File: config.mk
export PLATFORM = sky130hd
export DESIGN_NAME = btn_dbc_multi_flat
export DESIGN_NICKNAME = d
export VERILOG_FILES = /design/src/rtl/btn_dbc_multi_if.sv /design/src/rtl/btn_dbc_multi.sv /design/src/flat_wrapper.sv
export SDC_FILE = /design/constraint.sdc
export NUM_CORES = 1
export LEC_CHECK = 0
export ABC_AREA = 1
export CORE_ASPECT_RATIO = 0.75
export CORE_MARGIN = 2
export CORE_UTILIZATION = 49
export CTS_CLUSTER_DIAMETER = 200
export CTS_CLUSTER_SIZE = 30
export DETAILED_ROUTE_END_ITERATION = 8
export PLACE_DENSITY = 0.64
export SETUP_SLACK_MARGIN = 0.15
export SKIP_CTS_REPAIR_TIMING = 1
export SLEW_MARGIN = 20
export SYNTH_ARGS = -nofsm -noshare
export SYNTH_HDL_FRONTEND = slang
export SYNTH_SLANG_ARGS = --single-unit
File: constraint.sdc
create_clock -name clk -period 3.1 [get_ports clk]
set_clock_uncertainty 0.1 [all_clocks]
set_input_delay 0.465 -clock clk [delete_from_list [all_inputs] [get_ports clk]]
set_output_delay 0.465 -clock clk [all_outputs]
set_load 0.02 [all_outputs]
File: src/rtl/btn_dbc_multi_if.sv
// Signal bundle between board buttons, the multi-channel debouncer and its consumers.
// The master side drives the enable and the raw/repeat-enable inputs; the slave is the debouncer.
interface btn_dbc_multi_if #(
  parameter int CHANNELS = 5
);
  logic                ena;
  logic [CHANNELS-1:0] btn_in;
  logic [CHANNELS-1:0] rep_en;
  logic [CHANNELS-1:0] btn_level;
  logic [CHANNELS-1:0] btn_press;
  logic [CHANNELS-1:0] btn_release;
  logic [CHANNELS-1:0] btn_repeat;
  logic [CHANNELS-1:0] btn_fire;

  modport master (
    output ena, btn_in, rep_en,
    input  btn_level, btn_press, btn_release, btn_repeat, btn_fire
  );

  modport slave (
    input  ena, btn_in, rep_en,
    output btn_level, btn_press, btn_release, btn_repeat, btn_fire
  );
endinterface

File: src/rtl/btn_dbc_multi.sv
// Multi-channel button debouncer: 2-flop synchroniser, stable-count filter, press/release
// one-shots and a per-channel hold-to-repeat pulse generator.
module btn_dbc_multi #(
  parameter int CHANNELS      = 5,
  parameter int STABLE_CYCLES = 1000,
  parameter int REPEAT_DELAY  = 50000,
  parameter int REPEAT_RATE   = 10000
) (
  input logic             clk,
  input logic             rst,
  btn_dbc_multi_if.slave  bus
);

  localparam int FW   = $clog2(STABLE_CYCLES + 1);
  localparam int RMAX = (REPEAT_DELAY > REPEAT_RATE) ? REPEAT_DELAY : REPEAT_RATE;
  localparam int RW   = $clog2(RMAX + 1);

  localparam logic [FW-1:0] F_LAST = FW'(STABLE_CYCLES - 1);
  localparam logic [RW-1:0] D_LAST = RW'(REPEAT_DELAY - 1);
  localparam logic [RW-1:0] R_LAST = RW'(REPEAT_RATE - 1);

  typedef enum logic [1:0] {IDLE, DELAY, REPEAT} rep_state_t;

  logic [CHANNELS-1:0] meta;
  logic [CHANNELS-1:0] sync;

  // NOTE: non-blocking assignments make the two stages shift together rather than collapse into one.
  always_ff @(posedge clk or negedge rst) begin
    if (!rst) begin
      meta <= '0;
      sync <= '0;
    end else begin
      meta <= bus.btn_in;
      sync <= meta;
    end
  end

  for (genvar i = 0; i < CHANNELS; i++) begin : g_ch
    logic [FW-1:0] fcnt;
    logic          level;
    logic          press;
    logic          rel;
    logic          differ;
    logic          flip;

    rep_state_t    state, state_nxt;
    logic [RW-1:0] rcnt, rcnt_nxt;
    logic          rep_q, rep_nxt;

    assign differ = sync[i] ^ level;
    assign flip   = bus.ena && differ && (fcnt == F_LAST);

    always_ff @(posedge clk or negedge rst) begin
      if (!rst) begin
        fcnt  <= '0;
        level <= 1'b0;
        press <= 1'b0;
        rel   <= 1'b0;
      end else begin
        press <= flip & ~level;
        rel   <= flip & level;
        if (!differ) begin
          fcnt <= '0;
        end else if (bus.ena) begin
          if (flip) begin
            fcnt  <= '0;
            level <= ~level;
          end else begin
            fcnt <= fcnt + FW'(1);
          end
        end
      end
    end

    always_ff @(posedge clk or negedge rst) begin
      if (!rst) begin
        state <= IDLE;
        rcnt  <= '0;
        rep_q <= 1'b0;
      end else begin
        state <= state_nxt;
        rcnt  <= rcnt_nxt;
        rep_q <= rep_nxt;
      end
    end

    // A falling level wins over everything, so a repeat due on the release edge is dropped.
    always_comb begin
      // NOTE: every output gets a default first so no path leaves a latch behind.
      state_nxt = state;
      rcnt_nxt  = rcnt;
      rep_nxt   = 1'b0;
      if (bus.ena) begin
        if (flip && level) begin
          state_nxt = IDLE;
          rcnt_nxt  = '0;
        end else begin
          case (state)
            IDLE: begin
              if (flip) begin
                state_nxt = DELAY;
                rcnt_nxt  = '0;
              end
            end
            DELAY: begin
              if (!bus.rep_en[i]) begin
                rcnt_nxt = '0;
              end else if (rcnt == D_LAST) begin
                rep_nxt   = 1'b1;
                rcnt_nxt  = '0;
                state_nxt = REPEAT;
              end else begin
                rcnt_nxt = rcnt + RW'(1);
              end
            end
            REPEAT: begin
              if (!bus.rep_en[i]) begin
                rcnt_nxt  = '0;
                state_nxt = DELAY;
              end else if (rcnt == R_LAST) begin
                rep_nxt  = 1'b1;
                rcnt_nxt = '0;
              end else begin
                rcnt_nxt = rcnt + RW'(1);
              end
            end
            default: begin
              state_nxt = IDLE;
              rcnt_nxt  = '0;
            end
          endcase
        end
      end
    end

    assign bus.btn_level[i]   = level;
    assign bus.btn_press[i]   = press;
    assign bus.btn_release[i] = rel;
    assign bus.btn_repeat[i]  = rep_q;
    assign bus.btn_fire[i]    = press | rep_q;
  end

endmodule

File: src/flat_wrapper.sv
// flat-port wrapper written by rule: the top's interface ports become plain ports
module btn_dbc_multi_flat 
#(
  parameter int CHANNELS      = 5,
  parameter int STABLE_CYCLES = 1000,
  parameter int REPEAT_DELAY  = 50000,
  parameter int REPEAT_RATE   = 10000
)
  (clk, rst, bus_ena, bus_btn_in, bus_rep_en, bus_btn_level, bus_btn_press, bus_btn_release, bus_btn_repeat, bus_btn_fire);
  btn_dbc_multi_if #(.CHANNELS(CHANNELS)) bus_i ();
  input logic clk;
  input logic rst;
  input wire logic [$bits(bus_i.ena)-1:0] bus_ena;
  input wire logic [$bits(bus_i.btn_in)-1:0] bus_btn_in;
  input wire logic [$bits(bus_i.rep_en)-1:0] bus_rep_en;
  output wire logic [$bits(bus_i.btn_level)-1:0] bus_btn_level;
  output wire logic [$bits(bus_i.btn_press)-1:0] bus_btn_press;
  output wire logic [$bits(bus_i.btn_release)-1:0] bus_btn_release;
  output wire logic [$bits(bus_i.btn_repeat)-1:0] bus_btn_repeat;
  output wire logic [$bits(bus_i.btn_fire)-1:0] bus_btn_fire;
  assign bus_i.ena = bus_ena;
  assign bus_i.btn_in = bus_btn_in;
  assign bus_i.rep_en = bus_rep_en;
  assign bus_btn_level = bus_i.btn_level;
  assign bus_btn_press = bus_i.btn_press;
  assign bus_btn_release = bus_i.btn_release;
  assign bus_btn_repeat = bus_i.btn_repeat;
  assign bus_btn_fire = bus_i.btn_fire;
  btn_dbc_multi #(.CHANNELS(CHANNELS), .STABLE_CYCLES(STABLE_CYCLES), .REPEAT_DELAY(REPEAT_DELAY), .REPEAT_RATE(REPEAT_RATE)) u_core (.clk(clk), .rst(rst), .bus(bus_i));
endmodule
==> results.json <==
{
  "die_width_um": 170.4,
  "cellPowerDensity_nw_per_um2": 484.5,
  "drt-initial-drc-count": 812,
  "hp-class": "reg -> reg",
  "setup_viol": 0,
  "postSynth.asyncResetShare": 1.000,
  "post-route-period-util": 0.7756,
  "end_kind": "flip-flop",
  "crit_fanout": 19,
  "critical_path_buf_inv_count": 4,
  "worst_pin_slew_ps": 662.2,
  "crit_path_max_incr_delay_ps": 530,
  "rsz0062_at_grt": "no",
  "grt_usage": 0.2112,
  "area_growth_pct": 11.17,
  "ioPinCount": 38,
  "syn_area_um2": 10170,
  "worstSetupPathType": "in -> reg",
  "grt_start_max_net_pins": 56,
  "power_leakage_nw": 5.288,
  "via_per_inst": 5.137,
  "root_buffer": "clkbuf_16",
  "slew_viol_final": 0,
  "std_cell_rows": 45,
  "wl_mm": 21.97,
  "overflow": 0,
  "antenna_left": 0,
  "synth_fp_nets": 1434,
  "crit_required_ps": 3370,
  "dp_hpwl_mm": 16.16,
  "crit_family": "buffers and inverters",
  "startpoint": "bus_ena",
  "antennaDiodeCount": 0,
  "h-tree-depth": 4,
  "vias": 8820,
  "cts_tree": "done",
  "hp-start": "u_core.meta[4]",
  "yosysUniqueCellTypes": 48,
  "cts.clk_slew.worst_paths_ps": 70,
  "whs_path_depth": 0,
  "synth_cells": 1391,
  "drc": 0,
  "synth_edf_count": 0,
  "drive_gt1_frac": 0.05854,
  "r2r_start": "u_core.g_ch[0].fcnt[0]",
  "cp_num_cells": 8,
  "rrSetupSlack_ps": 720,
  "clk_latency_ps": 430,
  "die_h_um": 128.8,
  "synth.ff_latch_count": 170,
  "synth_seq_area_share": 0.4182,
  "ys.flop_type": "dfrtp_1",
  "cts_made_buffers": 17,
  "antenna_found_initial": 0,
  "wl_per_cell_um": 12.79,
  "crit_slowest_cell": "clkdlybuf4s50_1",
  "hold_violations": 0,
  "dieArea_um2": 21940,
  "coreArea_um2": 20330,
  "port_buffers": 37,
  "utilization": 0.5564,
  "n_fill_cell": 1872,
  "dr.pass1.iters": 8,
  "ir_drop_mv": 0.3512,
  "cp_cell_sequence": "clkdlybuf4s50_1 > inv_2 > nor2_1 > nor2_2 > inv_2 > nand2_1 > inv_1 > nor2_1",
  "synth.avg_cell_area_um2": 7.314,
  "grt_pass1_vias": 7923,
  "clock-sinks": 170,
  "cts_buffer_depth": 2,
  "finalSetupTns_ps": 0,
  "status": "finished clean",
  "yosys_warnings": 0,
  "gp_congestion": 0.8732,
  "holdWs_ps": 249.5,
  "reg2reg_depth": 10,
  "relSlewSlack": 0.5569,
  "start_util": 0.5005,
  "fmax_mhz": 415.9,
  "cp.arrival_ps": 2670,
  "fin_crit_ps": 2404,
  "grt_pass1_wl_mm": 37.58,
  "seq_area_um2": 4254,
  "nNetsFinal": 1465,
  "multiInputGateArea_um2": 4954,
  "start_kind": "input pin",
  "drv_cap": 0
}
[report_power, final]
group / internal (mW) / switching [mW]
clock: 1.24 / 0.923
combinational: 0.289 / 0.629
sequential: 2.31 / 0.0887
[cells in the final DEF, fill, tap and decap left out, drive strengths merged, types with 3 or more instances in the layout]
| master | instances |
|---|---|
| a21oi | 31 |
| a31oi | 3 |
| buf | 9 |
| clkbuf | 20 |
| clkdlybuf4s50 | 36 |
| clkinv | 4 |
| clkinvlp | 3 |
| dfrtp | 170 |
| ha | 30 |
| inv | 190 |
| nand2 | 373 |
| nand3 | 112 |
| nand3b | 4 |
| nand4 | 51 |
| nor2 | 202 |
| nor3 | 40 |
| nor4 | 4 |
| o21ai | 62 |
| o21bai | 4 |
| o22ai | 19 |
| o31ai | 3 |
| o32ai | 3 |
| or2 | 12 |
| xnor2 | 3 |
| xor2 | 30 |
[metal layers]
layer | vias to the layer above | wire length (µm) | track usage
met5 | - | 0 | 0
met4 | 0 | 174 | 0.04625
met3 | 12 | 908 | 0.04306
met2 | 182 | 9216 | 0.3164
met1 | 4098 | 11670 | 0.3162
li1 | 4528 | - | -
[cells in the mapped netlist, types with 3 or more instances]
cell      instances  area share
nand3b_1          4      0.0030
buf_6             5      0.0055
a21oi_1          30       0.015
xnor2_1           3      0.0026
nand2_1         368        0.14
nor3_1           39       0.019
inv_1           180       0.066
or2_2            10      0.0061
nand2_2           5      0.0031
o22ai_1          19       0.012
o21ai_2           4      0.0034
nor2_1          191       0.070
nand4_1          50       0.031
inv_2             6      0.0022
o21bai_1          3      0.0022
dfrtp_1         170        0.42
nor2_4            3      0.0033
xor2_1           30       0.026
o32ai_1           3      0.0026
ha_1             30       0.037
buf_4            26       0.019
o21ai_1           4      0.0020
o21ai_0          53       0.026
nor2_2            8      0.0049
nor4_1            4      0.0025
nand3_1         110       0.054
o31ai_1           3      0.0022
[worst register-to-register path: stages (launching register included)]
cell and delay, ps:
dfrtp_1 410, ha_1 240, nand2_1 80, inv_1 70, nand3_1 140, nor2_2 70, nor2_2 450, inv_2 270
nand2_1 210, inv_1 140, nor2_1 130
[sequential cells by signal, summed over array words and instances (netlist names)]
name	count
u_core.g_ch.rep_q	5
u_core.g_ch.rcnt	80
u_core.g_ch.fcnt	50
u_core.g_ch.state	10
u_core.sync	5
u_core.meta	5
u_core.g_ch.press	5
u_core.g_ch.level	5
u_core.g_ch.rel	5
[path summary, 6_finish.rpt]
kind	to
min	u_core.sync[4]
max in group asynchronous	u_core.g_ch[3].rcnt[2]
min in group asynchronous	u_core.g_ch[4].rcnt[14]
min reg2reg	u_core.sync[4]
max	u_core.g_ch[0].rcnt[6]
max reg2reg	u_core.g_ch[0].rcnt[6]
[cell families (layout without fill, tap and decap cells)]
group / count (synthesis) / count (layout) / synth area share
AO/OA/AOI/OAI: 136 / 136 / 0.08105
XOR/XNOR: 33 / 33 / 0.02841
adder cells (fa/ha/maj): 30 / 30 / 0.03690
buffers and inverters: 221 / 265 / 0.09494
flip-flops: 170 / 170 / 0.4182
AND/OR/NAND/NOR: 801 / 801 / 0.3405
[area by class of cell]
cell class,count,area share
Multi-Input combinational cell,1000,0.4380
Sequential cell,170,0.3761
Inverter,187,0.06206
Clock buffer,20,0.04038
Timing Repair Buffer,46,0.04016
Tap cell,282,0.03120
Clock inverter,12,0.01206
[stage by stage]
stage | area (µm²) | power [mW] | instances | worst slack (ps)
2_1_floorplan | 10170 | 3.119 | 1391 | 1331
3_3_place_gp | 10710 | 3.341 | 1684 | 338.5
3_5_place_dp | 10710 | 3.352 | 1684 | 237.8
4_1_cts | 11300 | 5.537 | 1716 | 696.3
6_report | 11310 | 5.479 | 1717 | 695.6
5_1_grt | 11310 | 5.800 | 1717 | 450.2
No activity file was read; power rests on OpenSTA's default activity.
==> RTL change 1 (config.mk and constraints unchanged) <==
Re-encode `rep_state_t` (3 states) as one-hot, 3 bits wide.
--- a/src/rtl/btn_dbc_multi.sv
+++ b/src/rtl/btn_dbc_multi.sv
@@ -20,5 +20,5 @@
   localparam logic [RW-1:0] R_LAST = RW'(REPEAT_RATE - 1);
 
-  typedef enum logic [1:0] {IDLE, DELAY, REPEAT} rep_state_t;
+  typedef enum logic [2:0] {IDLE = 3'b001, DELAY = 3'b010, REPEAT = 3'b100} rep_state_t;
 
   logic [CHANNELS-1:0] meta;
Check against the original RTL: same outputs for any inputs over 4 cycles, from zero or initial values and one cycle with rst low; so few cycles prove little.
==> RTL change 1 against the original RTL <==
Synthesized area up 4.6%. Count of clock-buffer cells in the layout increased by 1. Non-clock buffer count did not move. Power increased by 10%. Sequential cell count increased by 5. Wire length rose by 1.9%. Setup slack gained 0.19 ns. Register-to-register slack improved by 0.29 ns. Design area rose by 4.1%. Critical endpoint is now bus_btn_fire[4]. Largest power group unchanged.
==> RTL change 1: results (changes against the original RTL) <==
Synth
  – Register area share after synthesis: 0.4121 (-0.006091)
  – Syn_nets: 1,440 (+0.42%)
  – Post-synth top cells: nand2_1, inv_1, dfrtp_1

GRT
  – Vias in the first global route: 8,257 (+4.2%)
  – First-pass GRT wire length: 38,990 microns (+3.7%)
  – Met3 Track Usage GR: 0.03791 (-0.005159)
  – Met2 Track Usage GR: 0.2922 (-0.02419)

Placed design
  – HPWL after detailed placement: 16,400 microns (+1.5%)
  – Placer Congestion: 0.8932 (+2.3%)
  – Placed Area: 11,150 sq um (+4.2%)
  – Pre-CTS setup slack: 0.5918 ns (+0.3540 ns)
  – Placed Instances: 1,712 (+1.7%)

Worst setup path
  – RR Endpoint: u_core.g_ch[4].state[1]
  – Critical Path End: bus_btn_fire[4]
  – CP Max Fanout: 2 (-17)
  – Crit path DAT: 1.65 ns (-1.02 ns)
  – R2r startpoint: u_core.g_ch[4].fcnt[0]
  – Reg2Reg Setup Slack: 1.01 ns (+0.29 ns)
  – Critical path startpoint: u_core.g_ch[4].rep_q

Drt
  – Vias per cell: 5.206 (+1.3%)
  – WL met1: 12,030 microns (+3.1%)
  – Final wirelength: 22,390 microns (+1.9%)
  – Met2 wire length: 9354 microns (+1.5%)

Status
  – Status: completed

Timing
  – Slew headroom: 0.5791 (+0.02222)

Pwr
  – Peak VDD IR: 0.0003550 V (+1.1%)
  – Leakage power: 5.313 nW (+0.47%)

Final layout
  – Regs by FF count: u_core.g_ch.rcnt x80, u_core.g_ch.fcnt x50, u_core.g_ch.state x15
==> RTL change 1: final cells by class <==
| class | instances | area, sq um |
|---|---|---|
| Inverter | 191 | 720.7 |
| Timing Repair Buffer | 46 | 456.7 |
| Clock inverter | 11 | 157.7 |
| Tap cell | 288 | 360.3 |
| Multi-Input combinational cell | 1013 | 5240 |
| Clock buffer | 21 | 450.4 |
| Sequential cell | 175 | 4385 |
| Fill cell | 1994 | 9467 |
==> RTL change 1: logic make-up after synthesis <==
group | synth area share
simple gates | 0.3612
compound gates | 0.07419
fa+ha+maj | 0.01176
flops | 0.4121
buf+inv | 0.09558
xor+xnor | 0.04526
==> RTL change 1: critical path, cell delays in order (launching register included) <==
cell             delay (ns)
dfrtp_1                0.39
or2_2                  0.29
clkdlybuf4s50_1        0.54
==> RTL change 1: where the power goes <==
group	switching [mW]	internal, mW
clock network	0.932	1.30
logic	0.919	0.358
registers	0.109	2.43
==> RTL change 2 (config.mk and constraints unchanged) <==
Made on the original files. `STABLE_CYCLES` is set to 1000 in 2 places; all go to 2000.
--- a/src/rtl/btn_dbc_multi.sv
+++ b/src/rtl/btn_dbc_multi.sv
@@ -3,5 +3,5 @@
 module btn_dbc_multi #(
   parameter int CHANNELS      = 5,
-  parameter int STABLE_CYCLES = 1000,
+  parameter int STABLE_CYCLES = 2000,
   parameter int REPEAT_DELAY  = 50000,
   parameter int REPEAT_RATE   = 10000
--- a/src/flat_wrapper.sv
+++ b/src/flat_wrapper.sv
@@ -3,5 +3,5 @@
 #(
   parameter int CHANNELS      = 5,
-  parameter int STABLE_CYCLES = 1000,
+  parameter int STABLE_CYCLES = 2000,
   parameter int REPEAT_DELAY  = 50000,
   parameter int REPEAT_RATE   = 10000
Formal check against the unedited RTL: same outputs for any inputs over 4 cycles, from zero or initial values and one cycle with rst low; that may be too few to reach the edited logic, so the function may still have changed.
==> RTL change 2 against the original RTL <==
Setup slack gained 0.16 ns. Sequential cell count up 5. Clock power is 8% lower. Design area fell by 1.0%. Power is 7.1% lower. Synthesized area shrank 0.44%. Wire length fell by 7.1%. Global-route usage fell by 1.0 points. Critical path type is now register to register. Largest cell class unchanged. Largest power group unchanged.
==> RTL change 2: results (changes against the original RTL) <==
Worst setup path
  – Reg2Reg Setup Slack: 0.86 ns (+0.14 ns)
  – R2r startpoint: u_core.g_ch[1].fcnt[0]
  – Crit path DAT: 2.45 ns (-0.22 ns)
  – Worst Setup Path Type: register to register
  – RR Endpoint: u_core.g_ch[1].rcnt[4]
  – CP max stage delay: 0.43 ns (-0.10 ns)
  – CP Max Fanout: 7 (-12)
  – Crit-path slowest cell: dfrtp_1
  – Delay-heaviest family, CP: simple AND/OR/NAND/NOR gates

Drt
  – DR pass1 iterations: 6 (-2)
  – Drt wl/cell: 12.58 microns (-1.6%)
  – Vias: 8,260 (-6.3%)
  – WL met1: 10,900 microns (-6.5%)
  – Met3 routed WL: 696 microns (-23%)

Placed design
  – Placed Area: 10,650 sq um (-0.54%)
  – Placer Congestion: 0.8511 (-2.5%)
  – Placed Instances: 1,591 (-5.5%)

Pwr
  – P_comb: 0.678 mW (-26%)
  – Leakage power: 5.229 nW (-1.1%)
  – Peak VDD IR: 0.0003621 V (+3.1%)
  – Net Sw Power: 1.411 mW (-14%)

Status
  – Status: completed

GRT
  – Met1 Track Usage GR: 0.3025 (-0.01367)
  – Vias in the first global route: 7,661 (-3.3%)
  – Largest net degree at the start of global routing: 72 (+29%)
  – First-pass GRT wire length: 36,000 microns (-4.2%)
  – Met2 Track Usage GR: 0.2999 (-0.01648)
  – Met3 Track Usage GR: 0.04030 (-0.002768)

Synth
  – Compound-Gate Fraction of Synth Area: 0.07288 (-0.008163)
  – Cell variety after synth: 47 (-2.1%)
  – Adder-Cell Fraction of Synth Area: 0.03706 (+0.0001641)
  – Mean post-synth cell area: 7.673 sq um (+4.9%)
  – Ranking of synthesized cells by area: dfrtp_1, nand2_1, inv_1

Final layout
  – Share of cells above drive strength 1: 0.05503 (-0.003511)
  – Regs by FF count: u_core.g_ch.rcnt x80, u_core.g_ch.fcnt x55, u_core.g_ch.state x10
  – Net count, final: 1,396 (-4.7%)

Worst hold path
  – Hold endpoint: u_core.sync[1]
  – Hold Crit Start: u_core.meta[1]

Timing
  – Hold Slack: 0.2491 ns (-0.0003660 ns)
  – Slew headroom: 0.6770 (+0.1202)
-- RTL change 2: changes by cell type after synthesis, sizes merged, moves of 5 or more --
cell,before,now
a21oi,31,15
dfrtp,170,175
inv,186,191
nand2,373,308
nand3,112,107
nand4,51,40
nor2,202,185
o21ai,62,56
o22ai,19,35
or2,12,7
xor2,30,61
-- RTL change 2: stage by stage --
stage / setup WS [ns] / power (mW)
after floorplan: 1.254 / 2.936
after detailed placement: 0.4595 / 3.141
after global placement: 0.5651 / 3.132
after global routing: 0.5661 / 5.377
after CTS: 0.8441 / 5.157
final: 0.8580 / 5.090
-- RTL change 2: cell type report --
type                            instances  area [sq um]
Multi-Input combinational cell        920          4780
Sequential cell                       175          4379
Clock buffer                           19         442.9
Inverter                              194         728.2
Fill cell                            1863          9075
Tap cell                              258         322.8
Timing Repair Buffer                   45         449.2
Clock inverter                         10         92.59
